$ cat config.mk
export PLATFORM = sky130hd
export DESIGN_NAME = decoder_scan
export DESIGN_NICKNAME = d
export VERILOG_FILES = /design/src/rtl/decoder_scan_pkg.sv /design/src/rtl/dwell_counter.sv /design/src/rtl/decoder_scan.sv
export SDC_FILE = /design/constraint.sdc
export NUM_CORES = 1
export LEC_CHECK = 0
export BUFFER_PORTS_ARGS = -buffer_cell sky130_fd_sc_hd__buf_2
export CAP_MARGIN = 20
export CORE_MARGIN = 5
export CORE_UTILIZATION = 35
export CTS_BUF_LIST = sky130_fd_sc_hd__clkbuf_4
export CTS_CLUSTER_DIAMETER = 120
export CTS_CLUSTER_SIZE = 20
export DETAILED_ROUTE_END_ITERATION = 6
export PLACE_DENSITY = 0.65
export REMOVE_ABC_BUFFERS = 1
export SKIP_LAST_GASP = 1
export SLEW_MARGIN = 20
export SYNTH_ARGS = -nofsm -noshare
export SYNTH_HDL_FRONTEND = slang
export SYNTH_SLANG_ARGS = --single-unit
$ cat constraint.sdc
create_clock -name clk -period 4.2 [get_ports clk]
set_clock_uncertainty 0.05 [all_clocks]
set_input_delay 0.63 -clock clk [delete_from_list [all_inputs] [get_ports clk]]
set_output_delay 0.63 -clock clk [all_outputs]
set_load 0.05 [all_outputs]
$ cat src/rtl/decoder_scan_pkg.sv
// decoder_scan_pkg: shared state encodings and mode constants for the scanning decoder.
package decoder_scan_pkg;
   typedef enum logic [1:0] {ST_IDLE, ST_DIRECT, ST_SCAN} state_t;
   localparam logic MODE_DIRECT = 1'b0;
   localparam logic MODE_SCAN = 1'b1;
endpackage

$ cat src/rtl/dwell_counter.sv
// dwell_counter: counts 0..limit; limit is resampled from dwell on every clear or reload.
module dwell_counter #(
   parameter int DWELL_W = 8
) (
   input  logic               clk,
   input  logic               rst,
   input  logic               clr,
   input  logic [DWELL_W-1:0] dwell,
   output logic               tc
);
   logic [DWELL_W-1:0] cnt, lim;
   assign tc = cnt == lim;
   always_ff @(posedge clk or posedge rst)
      if (rst) begin
         cnt <= '0;
         lim <= '0;
      end else if (clr || tc) begin
         cnt <= '0;
         lim <= dwell;
      end else
         cnt <= cnt + 1'b1;
endmodule

$ cat src/rtl/decoder_scan.sv
// decoder_scan: registered one-hot decoder with DIRECT index load and SCAN walking-one modes.
module decoder_scan
   import decoder_scan_pkg::*;
#(
   parameter int SEL_W = 2,
   parameter int DWELL_W = 8,
   parameter int ACTIVE_LOW = 0,
   localparam int N_OUT = 2**SEL_W
) (
   input  logic               clk,
   input  logic               rst,
   input  logic               en,
   input  logic               mode,
   input  logic               load,
   input  logic [SEL_W-1:0]   sel_in,
   input  logic [DWELL_W-1:0] dwell,
   output logic [N_OUT-1:0]   out,
   output logic [SEL_W-1:0]   out_idx,
   output logic               wrap
);
   localparam logic [N_OUT-1:0] INACTIVE = {N_OUT{ACTIVE_LOW != 0}};
   function automatic logic [N_OUT-1:0] onehot(input logic [SEL_W-1:0] i);
      return {{(N_OUT-1){1'b0}}, 1'b1} << i;
   endfunction
   state_t st, st_n;
   logic [SEL_W-1:0] idx_n;
   logic [N_OUT-1:0] out_n;
   logic wrap_n, clr, tc, scan, adv;
   dwell_counter #(.DWELL_W(DWELL_W)) u_cnt (
      .clk(clk),
      .rst(rst),
      .clr(clr),
      .dwell(dwell),
      .tc(tc)
   );
   // The counter only runs while already scanning; any other cycle (or a load) restarts the dwell.
   always_comb begin
      scan = en && mode == MODE_SCAN;
      adv = scan && st == ST_SCAN && tc && !load;
      clr = !(scan && st == ST_SCAN) || load;
      st_n = !en ? ST_IDLE : scan ? ST_SCAN : ST_DIRECT;
      idx_n = (en && load) ? sel_in : adv ? out_idx + 1'b1 : out_idx;
      wrap_n = adv && &out_idx;
      out_n = (en ? onehot(idx_n) : '0) ^ INACTIVE;
   end
   always_ff @(posedge clk or posedge rst)
      if (rst) begin
         st <= ST_IDLE;
         out_idx <= '0;
         out <= INACTIVE;
         wrap <= 1'b0;
      end else begin
         st <= st_n;
         out_idx <= idx_n;
         out <= out_n;
         wrap <= wrap_n;
      end
endmodule

==> impl_summary.md, run 1 <==
Outcome
The flow ran to the end, and the final reports show no timing, DRC or antenna violations.

CTS
The hold buffer count at cts is 0. The clock-pin slew on the worst setup and hold paths is roughly 0.12 ns. The clock network latency to the later pin of the worst-skew pair is around 0.30 ns. The post-cts gate resize count is 0. The CTS tree is built.

No sink is reached through more buffers than the 2 on the longest clock path. The TritonCTS sink count is 25. After clock tree synthesis, the setup repair step added 0 buffers. The clock root buffer is sky130_fd_sc_hd__clkbuf_4.

CTS built an H-tree with a depth of 1. The number of buffers created by CTS is 3.

Timing
Setup repair after global routing left no endpoint under its margin. The final period utilization is 46.79%. The total count of max-transition violations in the final report is 0. The hold slack is 0.4228 ns. The headroom to the max-slew limit is roughly two fifths. Setup violations remaining at the end of the flow were counted as 0. The hold violation total from the final report was 0. The transition time at the pin with the least slew margin is 0.9273 ns. The summed negative setup slack over all endpoints is 0 ns. The upper clock frequency limit is 508.9 MHz. The clock period could shrink to 1.965 ns.

Die
Once the floorplan was initialized, standard cells occupied 36.02% of the core. The total core area is 3311 sq um. The die covers 4674 sq um. The die is just under 70 microns tall. The horizontal die dimension is slightly below 70 microns.

Pin placement for this block handled 22 I/O pins. The number of placement rows is 21.

Cells and area
The core occupancy in the finished layout is 41.19%. Cells with a size suffix above 1 make up 32.79% of the layout. The area overhead of the layout relative to synthesis is 14.38%. In the layout the commonest cells are 25 x sky130_fd_sc_hd__dfrtp_1, 21 x sky130_fd_sc_hd__buf_2, 14 x sky130_fd_sc_hd__xor2_1. The number of filler cells placed in the layout is 336. The net count of the finished layout is 140.

The final instance area is between 1000 and 1500 sq um. The repair_antennas step left the layout with diodes totalling 0. The library cell used most frequently in the layout, excluding fill and tap cells, is sky130_fd_sc_hd__dfrtp_1.

Drt
The count of nets left with antenna violations once routing finished came out at 0. In the final routed layout, each cell accounts on average for 11.61 microns. The number of search-and-repair iterations in the first detailed-routing pass is 3. The via count is between 700 and 800. The routed wire length on met3 is 55 microns. After detailed routing, the number of remaining DRC violations is 0. The initial detailed-routing violation count is 15.

The routed design has 1950 microns of wire. In the final routing, the length of wire on met1 measures 849 microns. The average via count per standard cell is roughly 4.6. Signal routing reaches up to met4. Summed over all nets, wire length on met2 after detailed routing comes to 1024 microns.

Yosys
The cell area that synthesis handed to floorplanning was 1192 sq um. The sequential cell area fraction in the yosys report is 52.47%. In the synthesized netlist the async set-or-reset flop fraction comes to 100.0%. The mean cell area of the mapped netlist is 11.92 sq um. For this run, the leading register cell type out of synthesis is sky130_fd_sc_hd__dfrtp_1. The top cell type by area accounts for 52.47% of the synthesized area.

The number of enable-type register cells in the synthesized netlist is 0. The Yosys step of the flow raised 0 warnings. Counting flops and latches in the post-synthesis netlist gives 25.

The synthesized instance count is 100. The largest total area in the synthesized netlist belongs to sky130_fd_sc_hd__dfrtp_1. Sorting the synthesized cells by area gives the leading types as sky130_fd_sc_hd__dfrtp_1 52%, sky130_fd_sc_hd__xor2_1 10%, sky130_fd_sc_hd__mux2_2 7.6%. Synthesis instantiated 30 different standard cells from the library.

GRT
Entering global routing, the biggest net connects 26 pins. The number of antenna violations at the first check in global routing came to 0. For this run, the total global-route usage over all layers was measured as 10.07%.

The global-route wire length before repair is about 3600 microns. The aggregate global routing overflow is 0. The number of global-route vias before repair was approximately 860.

Worst setup path
The slack of the worst reg-to-reg path is between 2 and 2.5 ns. The endpoint kind of the worst setup timing path is a register. The longest individual stage delay on the worst path is 0.45 ns. The signal on the critical path passes through xor2_1, nor4_4, nand2_1, nand2_2, mux2_2. The worst flop-to-flop path endpoint is u_cnt.lim[2].

Along the worst path, the maximum fanout reaches 15. On the critical path, the stage with the largest delay is an instance of sky130_fd_sc_hd__dfrtp_1. The classification of the worst setup path is register to register. The critical path launch point is u_cnt.cnt[1].

Data arrives at the worst endpoint at 2.12 ns. In this run the worst setup path terminates at u_cnt.lim[2]. STA classifies the critical path startpoint as a register.

The startpoint of the worst-slack reg-to-reg timing path is u_cnt.cnt[1]. For the worst setup path, the data required time is 4.35 ns. The number of cells on the worst reg-to-reg path is 5.

Placed design
Routability-driven placement finished with a final weighted congestion of about 0.83. The count of buffers added on input and output ports is 21. The post-DP HPWL is 1505 microns. After detailed placement, the total cell area comes to approximately 1300 sq um.

Power
IR analysis of the VDD net gives a maximum drop of 0.00009008 V. The internal portion of the total power is approximately 0.32 mW. Total power for the finished layout comes to 0.4318 mW. The switching power total is 0.1138 mW. Per report_power, the clock group accounts for 24.9% of the total.

The share of total power dissipated in combinational logic is 15.2%. In this run the power density over the cells is 316.6 nW/um^2. The proportion of power drawn by flip-flops and latches is roughly 60%.

Net switching is 26.36% of the power. The analysis attributes to cell leakage a power of 0.6614 nW.

Hold path
The min-delay analysis places its worst path in the category input port to register.

Flow run
The tool flagged a number of max-cap violations equal to 0.
[power by group through the flow]
stage	combinational (mW)	clock (mW)	sequential (mW)
6_report	0.0655	0.107	0.259
3_3_place_gp	0.0649	0	0.263
3_5_place_dp	0.0662	0	0.264
4_1_cts	0.0664	0.113	0.259
2_1_floorplan	0.0295	0	0.280
5_1_grt	0.0726	0.126	0.261
[metrics by stage]
step,setup WS [ns],cells
final,2.235,168
after global routing,2.103,168
after CTS,2.210,168
after detailed placement,2.223,164
after global placement,2.268,164
after floorplan,2.424,97
[state kept, by name, indices dropped and copies added (netlist names)]
register   count
out            4
st             2
out_idx        2
u_cnt.lim      8
u_cnt.cnt      8
wrap           1
[area by class of cell]
cell class / count / area, sq um / share of cell area, %
sequential: 25 / 625.6 / 45.87
multi-input combinational: 69 / 534.3 / 39.17
timing repair buffer: 21 / 105.1 / 7.706
tap: 46 / 57.56 / 4.220
clock buffer: 4 / 30.03 / 2.202
inverter: 3 / 11.26 / 0.8257
[logic make-up after synthesis]
| kind of cell | count (synthesis) | share of synthesized area (%) |
|---|---|---|
| xor gates and xnor gates | 15 | 11.02 |
| DFF | 25 | 52.47 |
| buffers and inverters | 6 | 2.727 |
| muxes | 10 | 9.654 |
| and+or+nand+nor | 33 | 17.00 |
| AOI/OAI and AO/OA | 9 | 5.038 |
| adders and majority gates | 2 | 2.098 |
[cell usage after synthesis (2+ instances only)]
library cell	count
sky130_fd_sc_hd__nor4_4	2
sky130_fd_sc_hd__ha_1	2
sky130_fd_sc_hd__nor2_1	10
sky130_fd_sc_hd__dfrtp_1	25
sky130_fd_sc_hd__a21oi_1	4
sky130_fd_sc_hd__mux2_2	8
sky130_fd_sc_hd__nand3_1	6
sky130_fd_sc_hd__nand2_1	3
sky130_fd_sc_hd__and3_1	4
sky130_fd_sc_hd__inv_1	3
sky130_fd_sc_hd__xor2_1	14
[worst min-delay path by stage]
| stage | slack (ns) | startpoint | to | cells past startpoint |
|---|---|---|---|---|
| floorplan | 0.45 | u_cnt.lim[0] | u_cnt.lim[0] | 1 |
| global placement | 0.46 | u_cnt.lim[6] | u_cnt.lim[6] | 1 |
| detailed placement | 0.47 | u_cnt.lim[6] | u_cnt.lim[6] | 1 |
| CTS | 0.42 | mode | st[0] | 2 |
| global route | 0.39 | mode | st[0] | 2 |
| finish | 0.42 | mode | st[0] | 2 |
[routing by layer]
metal,vias up,track usage [%]
met5,-,0
met4,0,3.722
met3,2,1.642
met2,8,17.69
met1,373,12.28
li1,386,-
[worst max-delay path, delay by kind of cell, from the launching register on]
family	cells	cell delay [ns]
and+or+nand+nor	3	0.80
muxes	1	0.37
DFF	1	0.45
xor gates and xnor gates	1	0.18
(Power assumes the default switching activity.)
==> inputs of run 2 (changes only) <==
--- a/config.mk
+++ b/config.mk
@@ -5,6 +5,7 @@
 export SDC_FILE = /design/constraint.sdc
 export NUM_CORES = 1
 export LEC_CHECK = 0
+export ABC_AREA = 1
 export BUFFER_PORTS_ARGS = -buffer_cell sky130_fd_sc_hd__buf_2
 export CAP_MARGIN = 20
 export CORE_MARGIN = 5
@@ -13,7 +14,7 @@
 export CTS_CLUSTER_DIAMETER = 120
 export CTS_CLUSTER_SIZE = 20
 export DETAILED_ROUTE_END_ITERATION = 6
-export PLACE_DENSITY = 0.65
+export PLACE_DENSITY = 0.67
 export REMOVE_ABC_BUFFERS = 1
 export SKIP_LAST_GASP = 1
 export SLEW_MARGIN = 20
==> constraint.sdc (replaced) <==
create_clock -name clk -period 1.6 [get_ports clk]
set_clock_uncertainty 0.05 [all_clocks]
set_input_delay 0.24 -clock clk [delete_from_list [all_inputs] [get_ports clk]]
set_output_delay 0.24 -clock clk [all_outputs]
set_load 0.05 [all_outputs]
==> run 2 against run 1 <==
Count of clock-buffer cells in the layout unchanged; largest power group unchanged; critical endpoint is now out[0]; die area is 6.3% higher; total power rose to 2.8 times the previous value; sequential power increased to 2.6 times the previous value; maximum frequency up 31%; critical path type unchanged; synthesized cell count grew 51%; largest cell class unchanged; global-route usage up 0.13 points; clock power rose to 2.8 times the previous value; sequential share of layout area down 5.7 points.
==> impl_summary.md, run 2 <==
Cells and area
The largest registers in the layout are u_cnt.cnt: 8 flops, u_cnt.lim: 8 flops, out: 4 flops. Across the whole layout, storage elements account for approximately 630 sq um. The area overhead of the layout relative to synthesis is 21.70%. The count of placed standard cells in the final layout, fillers left out is roughly 230. The number of antenna diodes in the final layout is 0. Of the cells placed in the final design, the portion with a size suffix greater than 1 is between 30% and 40%.

Fill cells in the final layout number 370. In the final layout, the multi-input gates occupy 591.8 sq um. Once layout is done, the placed cells without fillers occupy 1558 sq um. The final layout contains just under 200 nets.

The library cell used most frequently in the layout, excluding fill and tap cells, is sky130_fd_sc_hd__nand2_1. Leaving out fill and tap cells, the most frequent cells in the layout are 44 x sky130_fd_sc_hd__nand2_1, 25 x sky130_fd_sc_hd__dfrtp_1, 21 x sky130_fd_sc_hd__buf_2.

Drt
The detail-routed net length per standard cell is roughly 10 microns. The initial detailed-routing violation count is 26. The via count is 1,012. The number of search-and-repair iterations in the first detailed-routing pass is 4. Summed over all layers, the routed wires come to 2376 microns. The antenna violation net count after detailed routing is 0. The number of remaining DRC errors is 0. In the routed layout, each cell is associated on average with a via count of 4.458.

Yosys
Ranked by total cell area, the synthesized netlist is headed by sky130_fd_sc_hd__dfrtp_1 49%, sky130_fd_sc_hd__nand2_1 14%, sky130_fd_sc_hd__inv_1 5.3%. The most used flip-flop cell after synthesis is sky130_fd_sc_hd__dfrtp_1. Counting distinct cell types in the post-synthesis netlist gives 24. The share of the synthesized area in the top cell type is about 49%. The synthesis-stage register bit count is 25. The number of enable-type register cells in the synthesized netlist is 0. The cell with the most instances after synthesis is sky130_fd_sc_hd__nand2_1.

The post-synthesis cell area is approximately 1300 sq um. The cell taking the most area after synthesis is sky130_fd_sc_hd__dfrtp_1. The sequential cell area fraction in the yosys report is between 40% and 50%. The count of synthesis-stage warnings from yosys is 0. Of all flip-flops after synthesis, the portion carrying an async set or reset was 100.0%. Ranked by instance count, the synthesized netlist is headed by 47 x sky130_fd_sc_hd__nand2_1, 25 x sky130_fd_sc_hd__dfrtp_1, 18 x sky130_fd_sc_hd__inv_1, 14 x sky130_fd_sc_hd__nor2_1, 8 x sky130_fd_sc_hd__nand3_1. The synthesized instance count is 151. The mean cell area of the mapped netlist is 8.477 sq um.

CTS
At the later pin of the worst-skew pair, clock insertion delay measures 0.32 ns. After clock tree synthesis, the clock-pin slew on the worst setup and hold paths is about 0.13 ns. In this run the number of H-tree levels came out at 1. Buffers inserted during clock tree synthesis total 3.

In this run the deepest clock path goes through 2 buffers. TritonCTS built the clock tree. The cell sitting at the root of the clock tree is a sky130_fd_sc_hd__clkbuf_4.

The TritonCTS sink count is 25.

Worst setup path
The worst setup path is captured at a register. The critical path launch point is u_cnt.cnt[6]. Walking the worst path, the cells encountered are xnor2_1, nand2_1, nor2_4, nand3_4, nand2_1, nand3_2, nand3_2, nor2_1. The classification of the worst setup path is register to register. In this run the register-to-register setup slack is 0.1 ns. The kind of cell with the highest combined delay along the critical path is simple AND/OR/NAND/NOR gates.

The number of cells on the worst reg-to-reg path is 8. The longest individual stage delay on the worst path is 0.45 ns. In this run the critical register-to-register path is launched from u_cnt.cnt[6]. In this run the critical register-to-register path is captured at out[0]. The nature of the critical path startpoint is a register. Together, buffers and inverters on the worst path number 0.

At the worst endpoint, the arrival time is 1.68 ns. Following the worst setup path forward leads to its endpoint at out[0]. The slowest stage of the critical path belongs to the cell sky130_fd_sc_hd__dfrtp_1. In this run the worst path has a maximum fanout of 6. For the worst setup path, the data required time is between 1.5 and 2 ns. The critical path runs through a total of 8 cells.

Timing
The total count of max-transition violations in the final report is 0. Headroom to the max-slew limit came out at 75.78%. The hold violation total from the final report is 0. Of the available clock period, the critical path in the final layout requires 93.82%. Setup repair after global routing could not meet its margin everywhere.

At the pin with the least slew margin, the transition time is approximately 0.36 ns. The summed negative setup slack over all endpoints is 0 ns. The number of endpoints failing setup at the final stage is 0. The hold slack is 0.009537 ns.

Derived from the worst setup path, the maximum achievable clock frequency is 666.2 MHz. Subtracting the final worst setup slack from the clock period gives 1.501 ns.

Placed design
The routability congestion estimate from global placement is 0.7658. The placed cell count is 220. Once placement finished, the instance area stood at 1450 sq um.

In this run the tool buffered the top-level ports with 21 buffer cells. Detailed placement finished with a half-perimeter wire length of 1685 microns.

Die
The die is 70.48 microns tall. Measured along the x axis, the die boundary spans approximately 70 microns. The total core area is 3606 sq um. The number of placement rows is 22. The number of ports placed on the die boundary is 22. For this configuration, the core starts out at a cell density of a little over a third. The floorplan die area is just under 5000 sq um.

GRT
After global routing the overflow that remains totals 0. The global-route wire length before repair is 4153 microns. The number of global-route vias before repair was slightly below 1,000. The global-route usage over all layers is 10.20%. The number of antenna violations at the first check in global routing is 0.

The pin count of the biggest net entering global routing is 26.

Power
Total power for the finished layout comes to 1.196 mW. The power density of the placed cells is 768.0 nW/um^2. For this design the static power due to leakage is 0.8043 nW. The worst-case IR drop observed on VDD is about 0.00029 V.

Flow run
The number of max-cap violations is 0.

Outcome
The flow ran to the end, and the final reports show no timing, DRC or antenna violations.

Hold path
The worst min-delay path class is input port to register.
## run 2: area by class of cell
cell class	instances	share of cell area [%]
inverter	20	4.819
multi-input combinational	104	37.99
clock buffer	4	1.928
tap	48	3.855
sequential	25	40.16
timing repair buffer	26	11.25
## run 2: how the worst min path moves through the flow
stage | from | to | slack [ns] | depth (start not counted)
global route | mode | st[0] | 0.005 | 2
detailed placement | rst | out[3] | 0.26 | 3
global placement | rst | out[3] | 0.25 | 3
finish | mode | st[0] | 0.01 | 2
CTS | mode | st[0] | 0.005 | 2
floorplan | rst | out[0] | 0.22 | 1
## run 2: timing repair
item | 4_1_cts | 5_1_grt
hold buffers | 1 | 0
hold endpoints to repair | 25 | 0
endpoints found under the setup margin | 0 | 8
gates resized for setup | 0 | 10
buffers inserted | 0 | 1
## run 2: per-layer routing
layer	up-vias	track usage (%)	share of wire [%]
met2	13	15.70	48
met4	0	5.532	2.3
met1	467	13.53	47
li1	527	-	-
met5	-	0	0
met3	5	1.727	2.8
## run 2: kinds of logic after synthesis
logic type	count (synthesis)	share of synthesized area, %
AND/OR/NAND/NOR	89	34.60
XOR/XNOR	4	2.738
buffers and inverters	22	7.624
adder cells (fa/ha/maj)	2	1.955
flip-flops	25	48.88
AO/OA/AOI/OAI	9	4.203
## run 2: through the flow
stage	worst slack (ns)	util (%)
global route	-0.03153	43.20
floorplan	0.1259	-
finish	0.09885	43.20
global placement	0.1294	40.22
CTS	0.04957	41.33
detailed placement	0.1005	40.22
## run 2: power by group
part	switching, mW	total (mW)	internal, mW	leakage (nW)
Sequential	0.0190	0.680	0.662	0.323
Combinational	0.147	0.215	0.0682	0.463
Clock	0.186	0.301	0.115	0.0184
Total	0.352	1.20	0.845	0.804
